**config.mk**
```make
export PLATFORM = sky130hd
export DESIGN_NAME = sfifo_gen
export DESIGN_NICKNAME = d
export VERILOG_FILES = /design/src/rtl/sfifo_gen_pkg.sv /design/src/rtl/sfifo_gen_mem.sv /design/src/rtl/sfifo_gen.sv
export SDC_FILE = /design/constraint.sdc
export NUM_CORES = 1
export LEC_CHECK = 0
export ABC_AREA = 1
export CORE_MARGIN = 5
export CORE_UTILIZATION = 40
export CTS_CLUSTER_SIZE = 8
export DETAILED_ROUTE_END_ITERATION = 10
export SETUP_SLACK_MARGIN = 0.15
export SLEW_MARGIN = 5
export SYNTH_ARGS = -nofsm -noshare
export SYNTH_HDL_FRONTEND = slang
export SYNTH_SLANG_ARGS = --single-unit
```
**constraint.sdc**
```tcl
create_clock -name clk -period 2.2 [get_ports clk]
set_input_delay 0.44 -clock clk [delete_from_list [all_inputs] [get_ports clk]]
set_output_delay 0.44 -clock clk [all_outputs]
set_load 0.03 [all_outputs]
```
**src/rtl/sfifo_gen_pkg.sv**
```systemverilog
`default_nettype none
// ============================================================================
//  Module      : sfifo_gen_pkg
//  Description : Shared constants and pointer helpers for the sfifo_gen FIFO.
//                Holds the default configuration, a pointer-difference
//                function returning the fill level and a full/empty compare
//                on (ADDR_W+1)-bit pointers carried in a fixed-width container.
//  Revision    : 1.0 - initial release
// ============================================================================
package sfifo_gen_pkg;

   localparam int unsigned C_DATA_W    = 8;
   localparam int unsigned C_ADDR_W    = 4;
   localparam int unsigned C_AF_LEVEL  = 12;
   localparam int unsigned C_AE_LEVEL  = 2;

   // Pointers are zero-extended into this container so one function body
   // serves every ADDR_W (ADDR_W must stay below PTR_MAX_W-1).
   localparam int unsigned PTR_MAX_W   = 32;

   typedef logic [PTR_MAX_W-1:0] ptr_t;

   typedef struct packed {
      logic full;
      logic empty;
   } ptr_status_t;

   // Fill level = (wptr - rptr) modulo 2**(aw+1).
   function automatic ptr_t ptr_count(input ptr_t wptr, input ptr_t rptr,
                                      input int unsigned aw);
      ptr_t mask;
      mask = (ptr_t'(1) << (aw + 1)) - ptr_t'(1);
      return (wptr - rptr) & mask;
   endfunction

   // Full when the wrap bits differ and the address bits match.
   function automatic ptr_status_t ptr_cmp(input ptr_t wptr, input ptr_t rptr,
                                           input int unsigned aw);
      ptr_status_t s;
      ptr_t        mask;
      ptr_t        msb;
      mask    = (ptr_t'(1) << (aw + 1)) - ptr_t'(1);
      msb     = ptr_t'(1) << aw;
      s.empty = ((wptr & mask) == (rptr & mask));
      s.full  = (((wptr ^ rptr) & mask) == msb);
      return s;
   endfunction

endpackage
`default_nettype wire

```
**src/rtl/sfifo_gen_mem.sv**
```systemverilog
`default_nettype none
// ============================================================================
//  Module      : sfifo_gen_mem
//  Description : DEPTH x DATA_W register array, one synchronous write port
//                and one asynchronous read port. Contents are not reset.
//  Ports       : clk      - clock
//                we_i     - write enable
//                waddr_i  - write address
//                wdata_i  - write data
//                raddr_i  - read address
//                rdata_o  - read data (combinational)
//  Revision    : 1.0 - initial release
// ============================================================================
module sfifo_gen_mem
   import sfifo_gen_pkg::*;
#(
   parameter int unsigned DATA_W = C_DATA_W,
   parameter int unsigned ADDR_W = C_ADDR_W
) (
   input  logic              clk,
   input  logic              we_i,
   input  logic [ADDR_W-1:0] waddr_i,
   input  logic [DATA_W-1:0] wdata_i,
   input  logic [ADDR_W-1:0] raddr_i,
   output logic [DATA_W-1:0] rdata_o
);

   localparam int unsigned DEPTH = 1 << ADDR_W;

   logic [DATA_W-1:0] mem_q [DEPTH];

   always_ff @(posedge clk) begin
      if (we_i) begin
         mem_q[waddr_i] <= wdata_i;
      end
   end

   assign rdata_o = mem_q[raddr_i];

endmodule
`default_nettype wire

```
**src/rtl/sfifo_gen.sv**
```systemverilog
`default_nettype none
// ============================================================================
//  Module      : sfifo_gen
//  Description : Parametrised single-clock FIFO with fill count, programmable
//                almost-full/almost-empty flags, sticky overflow/underflow and
//                synchronous flush.
//                Compile option SFIFO_GEN_FWFT_EN selects first-word-fall-
//                through reads; without it rd_data is registered (1-cycle
//                latency, rd_valid pulses once per accepted read).
//  Ports       : clk, rst (sync, active-high), flush (sync clear)
//                wr_en/wr_data - write request and word
//                rd_en         - read request (pop)
//                rd_data/rd_valid - read word and its qualifier
//                empty, full, almost_full, almost_empty, count - status
//                overflow, underflow - sticky error flags
//  Revision    : 1.0 - initial release
// ============================================================================
module sfifo_gen
   import sfifo_gen_pkg::*;
#(
   parameter int unsigned DATA_W   = C_DATA_W,
   parameter int unsigned ADDR_W   = C_ADDR_W,
   parameter int unsigned AF_LEVEL = C_AF_LEVEL,
   parameter int unsigned AE_LEVEL = C_AE_LEVEL
) (
   input  logic              clk,
   input  logic              rst,
   input  logic              flush,
   input  logic              wr_en,
   input  logic [DATA_W-1:0] wr_data,
   input  logic              rd_en,
   output logic [DATA_W-1:0] rd_data,
   output logic              rd_valid,
   output logic              empty,
   output logic              full,
   output logic              almost_full,
   output logic              almost_empty,
   output logic [ADDR_W:0]   count,
   output logic              overflow,
   output logic              underflow
);

   localparam int unsigned PTR_W = ADDR_W + 1;

   logic [PTR_W-1:0]  wptr_q, wptr_d;
   logic [PTR_W-1:0]  rptr_q, rptr_d;
   logic              ovf_q, ovf_d;
   logic              unf_q, unf_d;
   logic              wr_acc, rd_acc;
   logic [DATA_W-1:0] mem_rdata;
   ptr_t              level;
   ptr_status_t       status;

   // Status is purely a function of the registered pointers.
   assign level        = ptr_count(ptr_t'(wptr_q), ptr_t'(rptr_q), ADDR_W);
   assign status       = ptr_cmp(ptr_t'(wptr_q), ptr_t'(rptr_q), ADDR_W);
   assign empty        = status.empty;
   assign full         = status.full;
   assign count        = level[ADDR_W:0];
   assign almost_full  = (level >= ptr_t'(AF_LEVEL));
   assign almost_empty = (level <= ptr_t'(AE_LEVEL));
   assign overflow     = ovf_q;
   assign underflow    = unf_q;

   // A write into a full FIFO is allowed when a read frees a slot in the
   // same cycle; a read of an empty FIFO is never bypassed from wr_data.
   assign rd_acc = rd_en & ~empty;
   assign wr_acc = wr_en & (~full | rd_acc);

   always_comb begin
      wptr_d = wptr_q;
      rptr_d = rptr_q;
      ovf_d  = ovf_q | (wr_en & ~wr_acc);
      unf_d  = unf_q | (rd_en & empty);
      if (wr_acc) begin
         wptr_d = wptr_q + PTR_W'(1);
      end
      if (rd_acc) begin
         rptr_d = rptr_q + PTR_W'(1);
      end
   end

   always_ff @(posedge clk) begin
      if (rst || flush) begin
         wptr_q <= '0;
         rptr_q <= '0;
         ovf_q  <= 1'b0;
         unf_q  <= 1'b0;
      end else begin
         wptr_q <= wptr_d;
         rptr_q <= rptr_d;
         ovf_q  <= ovf_d;
         unf_q  <= unf_d;
      end
   end

   sfifo_gen_mem #(
      .DATA_W (DATA_W),
      .ADDR_W (ADDR_W)
   ) u_mem (
      .clk     (clk),
      .we_i    (wr_acc & ~rst & ~flush),
      .waddr_i (wptr_q[ADDR_W-1:0]),
      .wdata_i (wr_data),
      .raddr_i (rptr_q[ADDR_W-1:0]),
      .rdata_o (mem_rdata)
   );

`ifdef SFIFO_GEN_FWFT_EN
   // Head word is always on the output; it is valid whenever not empty.
   assign rd_data  = mem_rdata;
   assign rd_valid = ~empty;
`else
   logic [DATA_W-1:0] rd_data_q;
   logic              rd_valid_q;

   always_ff @(posedge clk) begin
      if (rst || flush) begin
         rd_data_q  <= '0;
         rd_valid_q <= 1'b0;
      end else begin
         rd_valid_q <= rd_acc;
         if (rd_acc) begin
            rd_data_q <= mem_rdata;
         end
      end
   end

   assign rd_data  = rd_data_q;
   assign rd_valid = rd_valid_q;
`endif

endmodule
`default_nettype wire
```
==> impl_metrics.csv, run 1 <==
group,metric,value,unit
global_routing,grt_pass1_vias,4574,
sta,fin_crit,2480,ps
synth,ys_seq_area_frac,0.642,
die,start_util,0.403,
die,rows,47,
finish,final_cells,939,
clocking,htreeDepth,4,
clocking,ctsRootBufferMaster,"clkbuf_16",
run_status,outcome,"complete, but fails checks",
sta,finalHoldViolCount,0,
clocking,cts_tree,"built",
worst_hold_path,holdPathStages,1,
finish,mostFrequentLayoutCells,"nand2_1, edfxtp_1, nand3_1, inv_1, buf_4",
critical_path,cp.arrival,2040,ps
die,dieHeight,139,um
worst_hold_path,hold_class,"flip-flop to flip-flop",
global_routing,grt_pass1_wl,25900,um
die,die_w,139,um
finish,fin_util,0.499,
synth,ys_top_cells_by_area,"edfxtp_1, nand2_1, nand3_1",
sta,tightest_slew,552,ps
power_and_ir_drop,ir_drop,0.438,mV
detailed_routing,wirelength,16500,um
sta,rsz0062_at_grt,"true",
finish,final_cell_area,8210,um^2
synth,synth_seq_cells,149,
sta,fmax,403,MHz
clocking,cts_buffers,17,
place,place.gp.congestion,0.846,
critical_path,worstRegToRegCells,11,
sta,setup_viol,4,
global_routing,antenna_found_initial,0,
place,dp_cells,902,
global_routing,grt_max_degree,68,
finish,diodes,0,
sta,drv_slew,0,
worst_hold_path,min-delay-start,"underflow",
synth,postSynthAreaPerCell,10.2,um^2
clocking,clockBufferDepth,2,
synth,synth_nets,674,
clocking,clock-sinks,149,
synth,synth.top_cell.area_share,0.579,
power_and_ir_drop,power_density,768,nW/um^2
worst_hold_path,min_to,"underflow",
run_status,violations,"negative setup slack",
place,place_area,7560,um^2
flow_run,drv_cap,0,
detailed_routing,drt-vias-per-instance,4.93,
power_and_ir_drop,p_leak,3.25,nW
critical_path,r2r_end,"u_mem.mem_q[11][5]",
detailed_routing,antenna_left,0,
place,io_buffers,32,
synth,yosys_warnings,0,
detailed_routing,drt_iter0_drc,377,
finish,drive_above_1_share,0.211,
finish,layout_commonest_cell,"nand2_1",
sta,finalSetupTns,-843,ps
synth,netlist_area,6640,um^2
sta,maxSlewHeadroom,0.631,
detailed_routing,drt_pass1_iterations,5,
critical_path,cp-start-kind,"flip-flop",
critical_path,cp_max_fo,2,
global_routing,gr-total-overflow,0,
place,place_ws,23.4,ps
detailed_routing,routedWlPerCell,17.5,um
detailed_routing,drc,0,
critical_path,criticalPathCategory,"flip-flop to output pin",
finish,final_nets,729,
critical_path,worst_r2r_startpoint,"rptr_q[2]",
finish,area_growth_syn_to_layout,23.6,%
synth,synth_cells,651,
critical_path,critPathCaptureType,"output pin",
place,dp_hpwl,11100,um
detailed_routing,vias,4630,
sta,setup_ws,-284,ps
sta,skew,9.97,ps
critical_path,reg2reg_slack,140,ps
clocking,clkTransAtPathRegs,60,ps
critical_path,critPathRequiredTime,1760,ps
die,die_area,19300,um^2
synth,ys_types,33,
global_routing,track_usage,0.177,
power_and_ir_drop,power.total,6.30,mW
clocking,clk_latency,430,ps
sta,hold_ws,464,ps
synth,yosysTopAreaCell,"edfxtp_1",
die,ios,33,
die,core,16500,um^2
sta,fin_crit_sh,1.13,
## Yosys cell counts (all sizes together)
cell type / count
nand3: 95
a21o: 1
nand4: 1
edfxtp: 128
o21ai: 14
o21a: 1
dfxtp: 21
xor2: 8
fa: 1
nor2: 36
clkbuf: 3
nand3b: 1
buf: 23
inv: 99
clkinv: 1
a31oi: 1
nor3: 1
nand2: 181
ha: 9
a21oi: 26
## routing by layer
metal	global-route usage	share of wire	vias to the layer above
met5	0	0	-
met4	0.0659	0.021	0
met3	0.0403	0.060	21
met2	0.280	0.48	154
met1	0.240	0.44	2210
li1	-	-	2245
## critical path, cell delays in order, from the launching register on
cell     delay (ps)
dfxtp_2         360
inv_4            50
ha_4            150
fa_2            370
xor2_1          210
o21ai_2         110
nor3_4          210
buf_6           160
## cell type report
| class | count | area [um^2] |
|---|---|---|
| Multi-Input combinational cell | 376 | 2140 |
| Clock inverter | 14 | 135 |
| Sequential cell | 149 | 4280 |
| Fill cell | 1495 | 8250 |
| Clock buffer | 18 | 429 |
| Inverter | 100 | 385 |
| Timing Repair Buffer | 62 | 567 |
| Tap cell | 220 | 275 |
## worst max-delay path by stage
stage | start | to | slack [ps] | cells after the start
finish | wptr_q[0] | almost_empty | -280 | 7
global route | wptr_q[0] | almost_full | -310 | 7
CTS | wptr_q[0] | almost_full | -270 | 7
detailed placement | rd_en | u_mem.mem_q[11][5] | 20 | 8
global placement | rd_en | u_mem.mem_q[11][5] | 40 | 8
floorplan | wptr_q[0] | almost_full | 70 | 6
## registers in the layout (all words and copies together) (netlist names)
signal and cells:
overflow 1, rd_data 8, rd_valid 1, rptr_q 5, u_mem.mem_q 128, underflow 1
wptr_q 5
## repair_timing
item,CTS,global route
endpoints found under the hold margin,0,0
buffers inserted,3,2
pin swaps,8,8
endpoints found under the setup margin,49,143
gates resized for setup,18,5
hold buffers,0,0
## report_power, final
| group | internal [mW] | switching, mW |
|---|---|---|
| sequential | 3.08 | 0.0117 |
| combinational | 0.158 | 0.301 |
| clock | 1.65 | 1.10 |
## kinds of logic (layout without fill, tap and decap cells)
kind of cell | count (synthesis) | after routing | synth area share
DFF | 149 | 149 | 0.642
adders and majority gates | 10 | 10 | 0.0200
AOI/OAI and AO/OA | 43 | 43 | 0.0384
and+or+nand+nor | 315 | 315 | 0.209
xor gates and xnor gates | 8 | 8 | 0.0105
buffers and inverters | 126 | 194 | 0.0797
(Power assumes the default switching activity.)
==> inputs of run 2 (changes only) <==
- CORE_UTILIZATION: 40 -> 30
- GPL_ROUTABILITY_DRIVEN: not set -> 0
==> run 2 against run 1 <==
  * Critical path type unchanged
  * Sequential power about the same
  * The flow still finishes with violations (negative setup slack)
  * Flip-flop and latch count stayed put
  * Worst setup slack improved by 81 ps
  * Core utilization is 12 points lower
  * Combinational power up 3%
  * Routed wire length shrank 3.4%
  * Maximum frequency grew 3.4%
  * Via count shrank 2.5%
  * Sequential share of layout area shrank 0.93 points
  * Die area is 31% higher
  * Critical path depth did not move
  * Non-clock buffer count grew 8
==> impl_metrics.csv, run 2 (synthesis results as in run 1) <==
group,metric,value,unit
die,rows,54,
detailed_routing,drt_iter0_drc,321,
critical_path,worst_r2r_startpoint,"rptr_q[2]",
sta,fmax,416,MHz
critical_path,cp-startpoint,"wptr_q[0]",
sta,setup_ws,-202,ps
finish,area_growth_syn_to_layout,25.9,%
finish,largest_register_ffs,128,
global_routing,track_usage,0.128,
place,place_ws,45.0,ps
critical_path,r2r_end,"u_mem.mem_q[5][0]",
worst_hold_path,min-delay-start,"underflow",
sta,fin_crit,2400,ps
sta,finalHoldViolCount,0,
power_and_ir_drop,ir_drop,0.621,mV
sta,drv_slew,0,
flow_run,drv_cap,0,
die,core,21800,um^2
global_routing,gr-total-overflow,0,
critical_path,cp.arrival,1960,ps
power_and_ir_drop,power_density,769,nW/um^2
finish,layout_commonest_cell,"nand2_1",
clocking,ctsHoldBuffers,0,
critical_path,cp_max_fo,2,
die,die_w,159,um
critical_path,cp-start-kind,"flip-flop",
critical_path,reg2reg_slack,200,ps
sta,hold_ws,470,ps
die,start_util,0.304,
place,io_buffers,32,
sta,maxSlewHeadroom,0.646,
critical_path,criticalPathCategory,"flip-flop to output pin",
sta,tightest_slew,529,ps
global_routing,grt_max_degree,45,
detailed_routing,antenna_left,0,
clocking,clk_latency,410,ps
worst_hold_path,holdPathStages,1,
detailed_routing,drt-vias-per-instance,4.48,
critical_path,critPathRequiredTime,1760,ps
power_and_ir_drop,p_leak,3.28,nW
finish,largest-register,"u_mem.mem_q",
die,die_area,25200,um^2
clocking,clock-sinks,149,
worst_hold_path,min_to,"underflow",
global_routing,antenna_found_initial,0,
die,dieHeight,159,um
clocking,htreeDepth,4,
global_routing,grt_pass1_vias,4349,
run_status,violations,"negative setup slack",
clocking,clkTransAtPathRegs,60,ps
finish,final_nets,737,
finish,final_cells,1007,
critical_path,worstRegToRegCells,9,
clocking,cts_buffers,17,
place,dp_hpwl,10700,um
detailed_routing,wirelength,15900,um
detailed_routing,drt_pass1_iterations,5,
detailed_routing,drc,0,
clocking,cts_tree,"built",
sta,fin_crit_sh,1.09,
run_status,outcome,"complete, but fails checks",
detailed_routing,vias,4512,
clocking,ctsRootBufferMaster,"clkbuf_16",
sta,setup_viol,4,
place,dp_cells,966,
finish,diodes,0,
finish,mostFrequentLayoutCells,"nand2_1, edfxtp_1, nand3_1, inv_1, buf_4",
finish,fillers,2102,
clocking,clockBufferDepth,2,
sta,skew,7.96,ps
critical_path,critPathCaptureType,"output pin",
global_routing,grt_pass1_wl,24800,um
sta,rsz0062_at_grt,"true",
worst_hold_path,hold_class,"flip-flop to flip-flop",
detailed_routing,routedWlPerCell,15.8,um
finish,drive_above_1_share,0.226,
die,ios,33,
run 2: changes by cell type in the layout (fill, tap and decap cells not counted), moves of 2 or more:
cell	delta
buf_4	+12
inv_2	+3
buf_6	-2
clkinv_2	-2
inv_4	-2
run 2: critical path: stages (launching register included):
cell and delay, ps:
dfxtp_2 330, inv_2 40, ha_4 150, fa_2 380, xor2_2 230, inv_2 70, a21o_4 210, buf_6 130
run 2: metal layers:
metal,global-route usage,up-vias,part of all wire
li1,-,2256,-
met1,0.180,2107,0.47
met2,0.194,132,0.45
met3,0.0280,17,0.056
met4,0.0450,0,0.019
met5,0,-,0
run 2: power by group:
group	total (mW)	switching, mW	internal [mW]
clock network	2.87	1.09	1.77
logic	0.475	0.306	0.170
registers	3.09	0.00983	3.08
total	6.43	1.41	5.02
run 2: cell type report:
type | count | area [um^2] | area share
Multi-Input combinational cell | 376 | 2160 | 0.259
Inverter | 100 | 380 | 0.0455
Clock buffer | 18 | 429 | 0.0513
Clock inverter | 14 | 159 | 0.0190
Sequential cell | 149 | 4280 | 0.511
Timing Repair Buffer | 70 | 606 | 0.0724
Tap cell | 280 | 350 | 0.0419
run 2: per-stage QoR:
stage	util	area [um^2]	setup TNS [ps]	power, mW
after floorplan	-	6950	0	3.41
after global placement	0.350	7650	0	3.60
after detailed placement	0.350	7650	0	3.60
after CTS	0.381	8320	-700	6.47
after global routing	0.383	8370	-954	6.64
final	0.383	8370	-553	6.43
run 2: timing repair:
item | CTS | global route
pin swaps | 7 | 12
endpoints found under the setup margin | 15 | 78
buffers inserted | 4 | 5
gates cloned | 0 | 0
gates resized for setup | 18 | 6
endpoints found under the hold margin | 0 | 0
run 2: how the worst max path moves through the flow:
| stage | to | slack, ps |
|---|---|---|
| after floorplan | almost_full | 70 |
| after global placement | u_mem.mem_q[0][0] | 70 |
| after detailed placement | u_mem.mem_q[5][6] | 50 |
| after CTS | almost_full | -260 |
| after global routing | almost_full | -300 |
| final | almost_full | -200 |
